**src/rtl/ttt_board_ctrl.sv**
```systemverilog
// rtl/ttt_board_ctrl.sv - tic-tac-toe board state writer with move handshake and win/draw detection
module ttt_board_ctrl #(
  parameter logic [1:0] FIRST_PLAYER = 2'b01
) (
  input  logic       clk,
  input  logic       rst,
  input  logic       new_game,
  input  logic       move_valid,
  input  logic [3:0] move_cell,
  output logic       move_ready,
  output logic       move_accept,
  output logic       move_reject,
  output logic [1:0] t11,
  output logic [1:0] t12,
  output logic [1:0] t13,
  output logic [1:0] t21,
  output logic [1:0] t22,
  output logic [1:0] t23,
  output logic [1:0] t31,
  output logic [1:0] t32,
  output logic [1:0] t33,
  output logic [1:0] turn,
  output logic       game_over,
  output logic [1:0] winner,
  output logic [3:0] move_count
);

  typedef enum logic [1:0] {PLAY, CHECK, DONE} state_t;

  state_t      state_q, state_d;
  logic [17:0] board_q, board_d;
  logic [1:0]  turn_q, turn_d;
  logic        game_over_q, game_over_d;
  logic [1:0]  winner_q, winner_d;
  logic [3:0]  move_count_q, move_count_d;
  logic        move_accept_q, move_accept_d;
  logic        move_reject_q, move_reject_d;

  logic [1:0]  cells [9];
  logic [1:0]  target;
  logic [1:0]  line_win;

  function automatic logic [1:0] line3(input logic [1:0] a, input logic [1:0] b,
                                       input logic [1:0] c);
    return ((a != 2'b00) && (a == b) && (b == c)) ? a : 2'b00;
  endfunction

  always_comb begin
    for (int i = 0; i < 9; i++) cells[i] = board_q[2*i +: 2];
  end

  // Out-of-range indices read as "occupied" so they fall into the reject path.
  always_comb begin
    target = 2'b11;
    for (int i = 0; i < 9; i++) begin
      if (move_cell == 4'(i)) target = cells[i];
    end
  end

  always_comb begin
    line_win = 2'b00;
    if      (line3(cells[0], cells[1], cells[2]) != 2'b00) line_win = cells[0];
    else if (line3(cells[3], cells[4], cells[5]) != 2'b00) line_win = cells[3];
    else if (line3(cells[6], cells[7], cells[8]) != 2'b00) line_win = cells[6];
    else if (line3(cells[0], cells[3], cells[6]) != 2'b00) line_win = cells[0];
    else if (line3(cells[1], cells[4], cells[7]) != 2'b00) line_win = cells[1];
    else if (line3(cells[2], cells[5], cells[8]) != 2'b00) line_win = cells[2];
    else if (line3(cells[0], cells[4], cells[8]) != 2'b00) line_win = cells[0];
    else if (line3(cells[2], cells[4], cells[6]) != 2'b00) line_win = cells[2];
  end

  always_comb begin
    state_d       = state_q;
    board_d       = board_q;
    turn_d        = turn_q;
    game_over_d   = game_over_q;
    winner_d      = winner_q;
    move_count_d  = move_count_q;
    move_accept_d = 1'b0;
    move_reject_d = 1'b0;

    if (new_game) begin
      state_d      = PLAY;
      board_d      = '0;
      turn_d       = FIRST_PLAYER;
      game_over_d  = 1'b0;
      winner_d     = 2'b00;
      move_count_d = 4'd0;
    end else begin
      case (state_q)
        PLAY: begin
          if (move_valid) begin
            if ((move_cell <= 4'd8) && (target == 2'b00)) begin
              for (int i = 0; i < 9; i++) begin
                if (move_cell == 4'(i)) board_d[2*i +: 2] = turn_q;
              end
              move_count_d  = move_count_q + 4'd1;
              move_accept_d = 1'b1;
              state_d       = CHECK;
            end else begin
              move_reject_d = 1'b1;
            end
          end
        end
        CHECK: begin
          if (line_win != 2'b00) begin
            winner_d    = line_win;
            game_over_d = 1'b1;
            state_d     = DONE;
          end else if (move_count_q == 4'd9) begin
            winner_d    = 2'b11;
            game_over_d = 1'b1;
            state_d     = DONE;
          end else begin
            turn_d  = (turn_q == 2'b01) ? 2'b10 : 2'b01;
            state_d = PLAY;
          end
        end
        default: ;
      endcase
    end
  end

  always_ff @(posedge clk) begin
    if (rst) begin
      state_q       <= PLAY;
      board_q       <= '0;
      turn_q        <= FIRST_PLAYER;
      game_over_q   <= 1'b0;
      winner_q      <= 2'b00;
      move_count_q  <= 4'd0;
      move_accept_q <= 1'b0;
      move_reject_q <= 1'b0;
    end else begin
      state_q       <= state_d;
      board_q       <= board_d;
      turn_q        <= turn_d;
      game_over_q   <= game_over_d;
      winner_q      <= winner_d;
      move_count_q  <= move_count_d;
      move_accept_q <= move_accept_d;
      move_reject_q <= move_reject_d;
    end
  end

  assign move_ready  = (state_q == PLAY);
  assign move_accept = move_accept_q;
  assign move_reject = move_reject_q;
  assign turn        = turn_q;
  assign game_over   = game_over_q;
  assign winner      = winner_q;
  assign move_count  = move_count_q;
  assign t11 = cells[0];
  assign t12 = cells[1];
  assign t13 = cells[2];
  assign t21 = cells[3];
  assign t22 = cells[4];
  assign t23 = cells[5];
  assign t31 = cells[6];
  assign t32 = cells[7];
  assign t33 = cells[8];

endmodule

```
**config.mk**
```make
export PLATFORM = sky130hd
export DESIGN_NAME = ttt_board_ctrl
export DESIGN_NICKNAME = d
export VERILOG_FILES = /design/src/rtl/ttt_board_ctrl.sv
export SDC_FILE = /design/constraint.sdc
export NUM_CORES = 1
export LEC_CHECK = 0
export CAP_MARGIN = 20
export CORE_MARGIN = 2
export CORE_UTILIZATION = 51
export CTS_CLUSTER_DIAMETER = 60
export DETAILED_ROUTE_END_ITERATION = 7
export PLACE_DENSITY = 0.86
export SLEW_MARGIN = 20
export SYNTH_ARGS = -nofsm -noshare
export SYNTH_HDL_FRONTEND = slang
export SYNTH_SLANG_ARGS = --single-unit
```
**constraint.sdc**
```tcl
create_clock -name clk -period 2.95 [get_ports clk]
set_input_delay 0.59 -clock clk [delete_from_list [all_inputs] [get_ports clk]]
set_output_delay 0.59 -clock clk [all_outputs]
set_load 0.05 [all_outputs]
```
==> run_results.csv, run 1 <==
group,metric,value,unit
synthesis,netlist_instances,242,
power_and_ir_drop,p_seq_share,45.9,%
detailed_routing,wl,5160,um
critical_path,cpMaxStageDelayCell,"or4_4",
timing,min_period,2.73,ns
placed_design,dp_hpwl,3600,um
power_and_ir_drop,leakagePower,0.885,nW
global_routing,grt_pass1_vias,1781,
global_routing,use_met1,33.6,%
finish,syn2layout_area_growth,29.6,%
timing,finalSetupViolations,0,
power_and_ir_drop,power_frac_comb,10.6,%
timing,final.period_utilization,92.7,%
clocking,postCtsHoldBufs,0,
critical_path,critPathKind,"primary input to flip-flop",
synthesis,yosysTopAreaCellShare,33.2,%
power_and_ir_drop,p_switching,0.217,mW
power_and_ir_drop,ir_drop,378,uV
flow_run,maxCapViolations,0,
placed_design,routabilityCongestion,0.914,
timing,worst_slew_pin_slew,0.512,ns
global_routing,antenna_found_initial,0,
finish,drive_gt1_share,12.3,%
detailed_routing,wl_per_cell,15.5,um
finish,nFillCells,304,
global_routing,overflow,0,
floorplan,die_x,64.6,um
synthesis,ys_ff_latch,31,
clocking,cts_tree,"yes",
floorplan,dieArea,4170,um^2
finish,final-seq-area,621,um^2
synthesis,yosysSeqAreaShare,33.2,%
synthesis,yosys_warnings,0,
synthesis,synth-main-ff-cell,"dfxtp_1",
power_and_ir_drop,power.share.clock,43.5,%
synthesis,syn-num-nets,252,
synthesis,synth_edf_count,0,
power_and_ir_drop,power,0.928,mW
power_and_ir_drop,switching_share,23.4,%
critical_path,worstPathCellList,"clkdlybuf4s50_1 -> or4_4 -> o21a_1 -> o32a_1 -> o211ai_2 -> a221oi_2 -> or4_1 -> a21oi_1",
detailed_routing,via_per_inst,6.15,
finish,diodes,0,
clocking,cts_resized,0,
clocking,clock-sinks,31,
detailed_routing,vias,2041,
floorplan,die_y,64.6,um
global_routing,grt_max_degree,28,
clocking,htreeDepth,2,
synthesis,ys_top_cells_by_count,"dfxtp_1 (31), nand2_1 (29), o21ai_0 (22), nand3_1 (16), nor3_1 (16)",
global_routing,top_usage_layer,"met2",
clocking,cts_max_path_buffers,2,
global_routing,grt_usage,26.0,%
critical_path,cp_data_arrival_time,2.95,ns
timing,fin_ws,0.215,ns
power_and_ir_drop,power_density,383,nW/um^2
synthesis,yosys.area.top_type,"dfxtp_1",
critical_path,crit_path_max_fanout,7,
global_routing,grtUsageMet3,5.73,%
global_routing,grt_use_met2,43.0,%
synthesis,async_flop_share,0,%
floorplan,io_pins,38,
critical_path,max_stage_delay,0.56,ns
floorplan,coreArea,3610,um^2
synthesis,synth.area.top_cells,"dfxtp_1 (33%), o21ai_0 (5.9%), nand2_1 (5.8%), nand3_1 (4.3%), nor3_1 (4.3%)",
status,outcome,"finished clean",
detailed_routing,ant_nets,0,
synthesis,synth.cell_area,1870,um^2
detailed_routing,firstDrtPassIters,4,
clocking,cts_setup_buffers,0,
synthesis,synth_most_common_cell,"dfxtp_1",
placed_design,post-place-ws,-0.0719,ns
timing,hold_viol_final,0,
synthesis,syn_avg_cell_area,7.73,um^2
critical_path,critPathLaunchType,"primary input",
timing,fmax,0.366,GHz
floorplan,start_util,51.9,%
finish,nets,294,
power_and_ir_drop,intPower,0.711,mW
clocking,path_clk_slew,0.07,ns
timing,finalClockSkew,0.00683,ns
finish,multiInputGateArea,1180,um^2
timing,relSlewSlack,65.8,%
detailed_routing,drcViolationCount,0,
critical_path,crit_path_end_kind,"flip-flop",
critical_path,crit_required,3.17,ns
global_routing,grt_first_pass_wirelength,8490,um
clocking,clock_latency,0.28,ns
clocking,root_buffer,"clkbuf_8",
placed_design,portBuffers,37,
timing,slew_viol_final,0,
synthesis,synth_cell_types,47,
detailed_routing,drtIter0Drc,179,
worst_hold_path,holdCritPathClass,"flip-flop to flip-flop",
timing,rsz0062_at_grt,"false",
clocking,cts_buffers,5,
floorplan,num_rows,22,
[metrics by stage]
stage          hold slack, ns  utilization, %  setup TNS, ns  cell area, um^2  std cells
4_1_cts                 0.479            67.2              0             2420        332
6_report                0.482            67.2              0             2420        332
3_3_place_gp            0.444            64.4       -0.00933             2320        325
2_1_floorplan           0.457               -              0             1870        242
5_1_grt                 0.508            67.2              0             2420        332
3_5_place_dp            0.458            64.4        -0.0841             2320        325
[power groups by stage]
stage	Sequential [mW]	Combinational (mW)	Clock, mW
floorplan	0.444	0.0488	0
global placement	0.435	0.0952	0
detailed placement	0.435	0.0965	0
CTS	0.426	0.0975	0.407
global route	0.426	0.106	0.428
finish	0.426	0.0983	0.404
[path summary, 6_finish.rpt]
| check | start | endpoint | slack, ns | depth (start not counted) |
|---|---|---|---|---|
| hold / removal | game_over | game_over | 0.48 | 2 |
| setup reg to reg | board_q[0] | turn[0] | 0.53 | 7 |
| hold reg to reg | game_over | game_over | 0.48 | 2 |
| setup / recovery | move_cell[3] | move_count[3] | 0.22 | 8 |
[cell usage in the layout, fill, tap and decap left out, drive strengths merged, types with 6 or more instances in the layout]
cell,n
clkdlybuf4s50,37
dfxtp,31
nand2,29
o21ai,22
nor3,16
nand3,16
a21oi,13
buf,11
nor2,10
or3,9
or2,6
and3,6
o31ai,6
clkbuf,6
[state kept, by name (all words and copies together), names as in the netlist]
name,flops
winner,2
move_count,4
board_q,18
game_over,1
state_q,2
move_accept,1
turn,2
move_reject,1
[critical path, delay by kind of cell]
family | cells | cell delay [ns]
buf+inv | 1 | 0.42
simple gates | 2 | 1.09
compound gates | 5 | 0.86
[per-layer routing]
metal,vias up,share of wire [%]
li1,1005,-
met1,943,43
met3,17,6.7
met2,76,48
met5,-,0
met4,0,2.2
[logic make-up after synthesis]
kind of cell,count (synthesis),synth area share [%]
adder cells (fa/ha/maj),2,1.34
AO/OA/AOI/OAI,70,25.7
buffers and inverters,16,3.88
AND/OR/NAND/NOR,123,35.9
flip-flops,31,33.2
[final cells by class]
class / count / area share (%)
Clock buffer: 6 / 2.99
Clock inverter: 1 / 1.24
Inverter: 3 / 0.464
Multi-Input combinational cell: 195 / 48.6
Sequential cell: 31 / 25.6
Tap cell: 48 / 2.48
Timing Repair Buffer: 48 / 18.7
No activity file was read; power rests on OpenSTA's default activity.
==> run 2: changes to the inputs <==
--- a/config.mk
+++ b/config.mk
@@ -6,4 +6,5 @@
 export NUM_CORES = 1
 export LEC_CHECK = 0
+export ABC_CLOCK_PERIOD_IN_PS = 2950
 export CAP_MARGIN = 20
 export CORE_MARGIN = 2
==> constraint.sdc (replaced) <==
create_clock -name clk -period 2.95 [get_ports clk]
set_input_delay 0.295 -clock clk [delete_from_list [all_inputs] [get_ports clk]]
set_output_delay 0.295 -clock clk [all_outputs]
set_load 0.05 [all_outputs]
==> run 2 against run 1 <==
  * Sequential cell count unchanged
  * Combinational power down 8.1%
  * Design area down 2.4%
  * Power down 9.9%
  * Highest routed layer unchanged
==> run_results.csv, run 2 (synthesis results as in run 1) <==
group,metric,value,unit
finish,largest-register,"board_q",
timing,fmax,0.392,GHz
finish,diodes,0,
detailed_routing,wl_met2,2490,um
finish,syn2layout_area_growth,26.5,%
finish,final_cells,328,
detailed_routing,met1_length,2090,um
placed_design,routabilityCongestion,0.885,
global_routing,grt_max_degree,28,
finish,largest_reg_flops,18,
detailed_routing,vias,2022,
detailed_routing,wl,5040,um
detailed_routing,routed-wl-met3,354,um
finish,layout_common_cells,"clkdlybuf4s50_1 (37), dfxtp_1 (31), nand2_1 (29)",
clocking,clock-sinks,31,
timing,hold_viol_final,0,
clocking,cts_buffers,5,
critical_path,cp_data_arrival_time,2.73,ns
clocking,postCtsHoldBufs,0,
global_routing,grt_first_pass_wirelength,8050,um
power_and_ir_drop,power.share.clock,38.3,%
timing,rsz0062_at_grt,"false",
floorplan,coreArea,3610,um^2
finish,drive_gt1_share,10.7,%
flow_run,maxCapViolations,0,
timing,relSlewSlack,62.7,%
placed_design,dp_cells,320,
power_and_ir_drop,power_frac_comb,10.8,%
floorplan,die_y,64.6,um
power_and_ir_drop,ir_drop,281,uV
detailed_routing,ant_nets,0,
detailed_routing,drcViolationCount,0,
detailed_routing,wl_per_cell,15.4,um
power_and_ir_drop,p_switching,0.213,mW
placed_design,portBuffers,37,
clocking,cts_tree,"yes",
power_and_ir_drop,switching_share,25.5,%
critical_path,crit_path_end_kind,"flip-flop",
floorplan,dieArea,4170,um^2
global_routing,overflow,0,
power_and_ir_drop,power,0.836,mW
clocking,cts_max_path_buffers,2,
floorplan,num_rows,22,
placed_design,post-place-ws,0.199,ns
timing,fin_ws,0.402,ns
global_routing,grt_usage,24.5,%
timing,setup_tns,0,ns
floorplan,io_pins,38,
timing,min_period,2.55,ns
detailed_routing,top_layer_used,"met4",
timing,worst_slew_pin_slew,0.555,ns
status,outcome,"finished clean",
finish,layout_commonest_cell,"clkdlybuf4s50_1",
power_and_ir_drop,power_density,353,nW/um^2
power_and_ir_drop,intPower,0.623,mW
clocking,cts_setup_buffers,0,
placed_design,dp_hpwl,3610,um
worst_hold_path,holdCritPathClass,"flip-flop to flip-flop",
clocking,clock_latency,0.29,ns
floorplan,die_x,64.6,um
detailed_routing,firstDrtPassIters,4,
detailed_routing,drtIter0Drc,95,
timing,final.period_utilization,86.4,%
detailed_routing,via_per_inst,6.16,
critical_path,crit_required,3.13,ns
clocking,path_clk_slew,0.06,ns
power_and_ir_drop,leakagePower,0.853,nW
timing,finalClockSkew,0.00230,ns
power_and_ir_drop,p_seq_share,50.9,%
critical_path,critPathKind,"flip-flop to flip-flop",
critical_path,critPathLaunchType,"flip-flop",
finish,nets,289,
global_routing,antenna_found_initial,0,
clocking,cts_resized,0,
timing,finalSetupViolations,0,
critical_path,crit_path_max_fanout,7,
floorplan,start_util,51.9,%
clocking,root_buffer,"clkbuf_8",
clocking,htreeDepth,2,
timing,slew_viol_final,0,
global_routing,grt_pass1_vias,1789,
## run 2: layer usage
layer,vias to the layer above,GRT usage (%)
met5,-,0
met4,0,10.4
met3,11,4.51
met2,70,42.3
met1,949,29.8
li1,992,-
## run 2: power groups by stage
stage	logic [mW]	clock network (mW)	registers (mW)
final	0.0903	0.320	0.426
after global routing	0.0980	0.341	0.426
after CTS	0.0899	0.320	0.426
after detailed placement	0.0889	0	0.435
after global placement	0.0885	0	0.435
after floorplan	0.0488	0	0.444
## run 2: through the flow
| stage | instance area [um^2] | hold slack (ns) | util, % |
|---|---|---|---|
| after global routing | 2370 | 0.498 | 65.6 |
| after floorplan | 1870 | 0.457 | - |
| final | 2370 | 0.480 | 65.6 |
| after CTS | 2370 | 0.480 | 65.6 |
| after detailed placement | 2280 | 0.467 | 63.4 |
| after global placement | 2280 | 0.442 | 63.4 |
## run 2: worst max-delay path: stages, from the launching register on
cell,delay (ns)
dfxtp_1,0.38
buf_4,0.19
and3_1,0.19
o21a_1,0.20
nor4_1,0.48
o21a_1,0.19
o31ai_2,0.12
or4_1,0.52
a21o_1,0.17
## run 2: final cells by class
class / instances / area, um^2
inverters: 3 / 11.3
repair buffers: 43 / 415
fillers: 314 / 1240
clock inverters: 1 / 5.00
clock buffers: 7 / 76.3
multi-input cells: 195 / 1180
well taps: 48 / 60.1
flip-flops and latches: 31 / 621
## run 2: final timing paths
check                                 from        end  slack [ns]  cells after the start
worst max-delay path            board_q[0]    turn[0]        0.40                      8
worst min-delay path             game_over  game_over        0.48                      2
worst max register to register  board_q[0]    turn[0]        0.40                      8
worst min register to register   game_over  game_over        0.48                      2
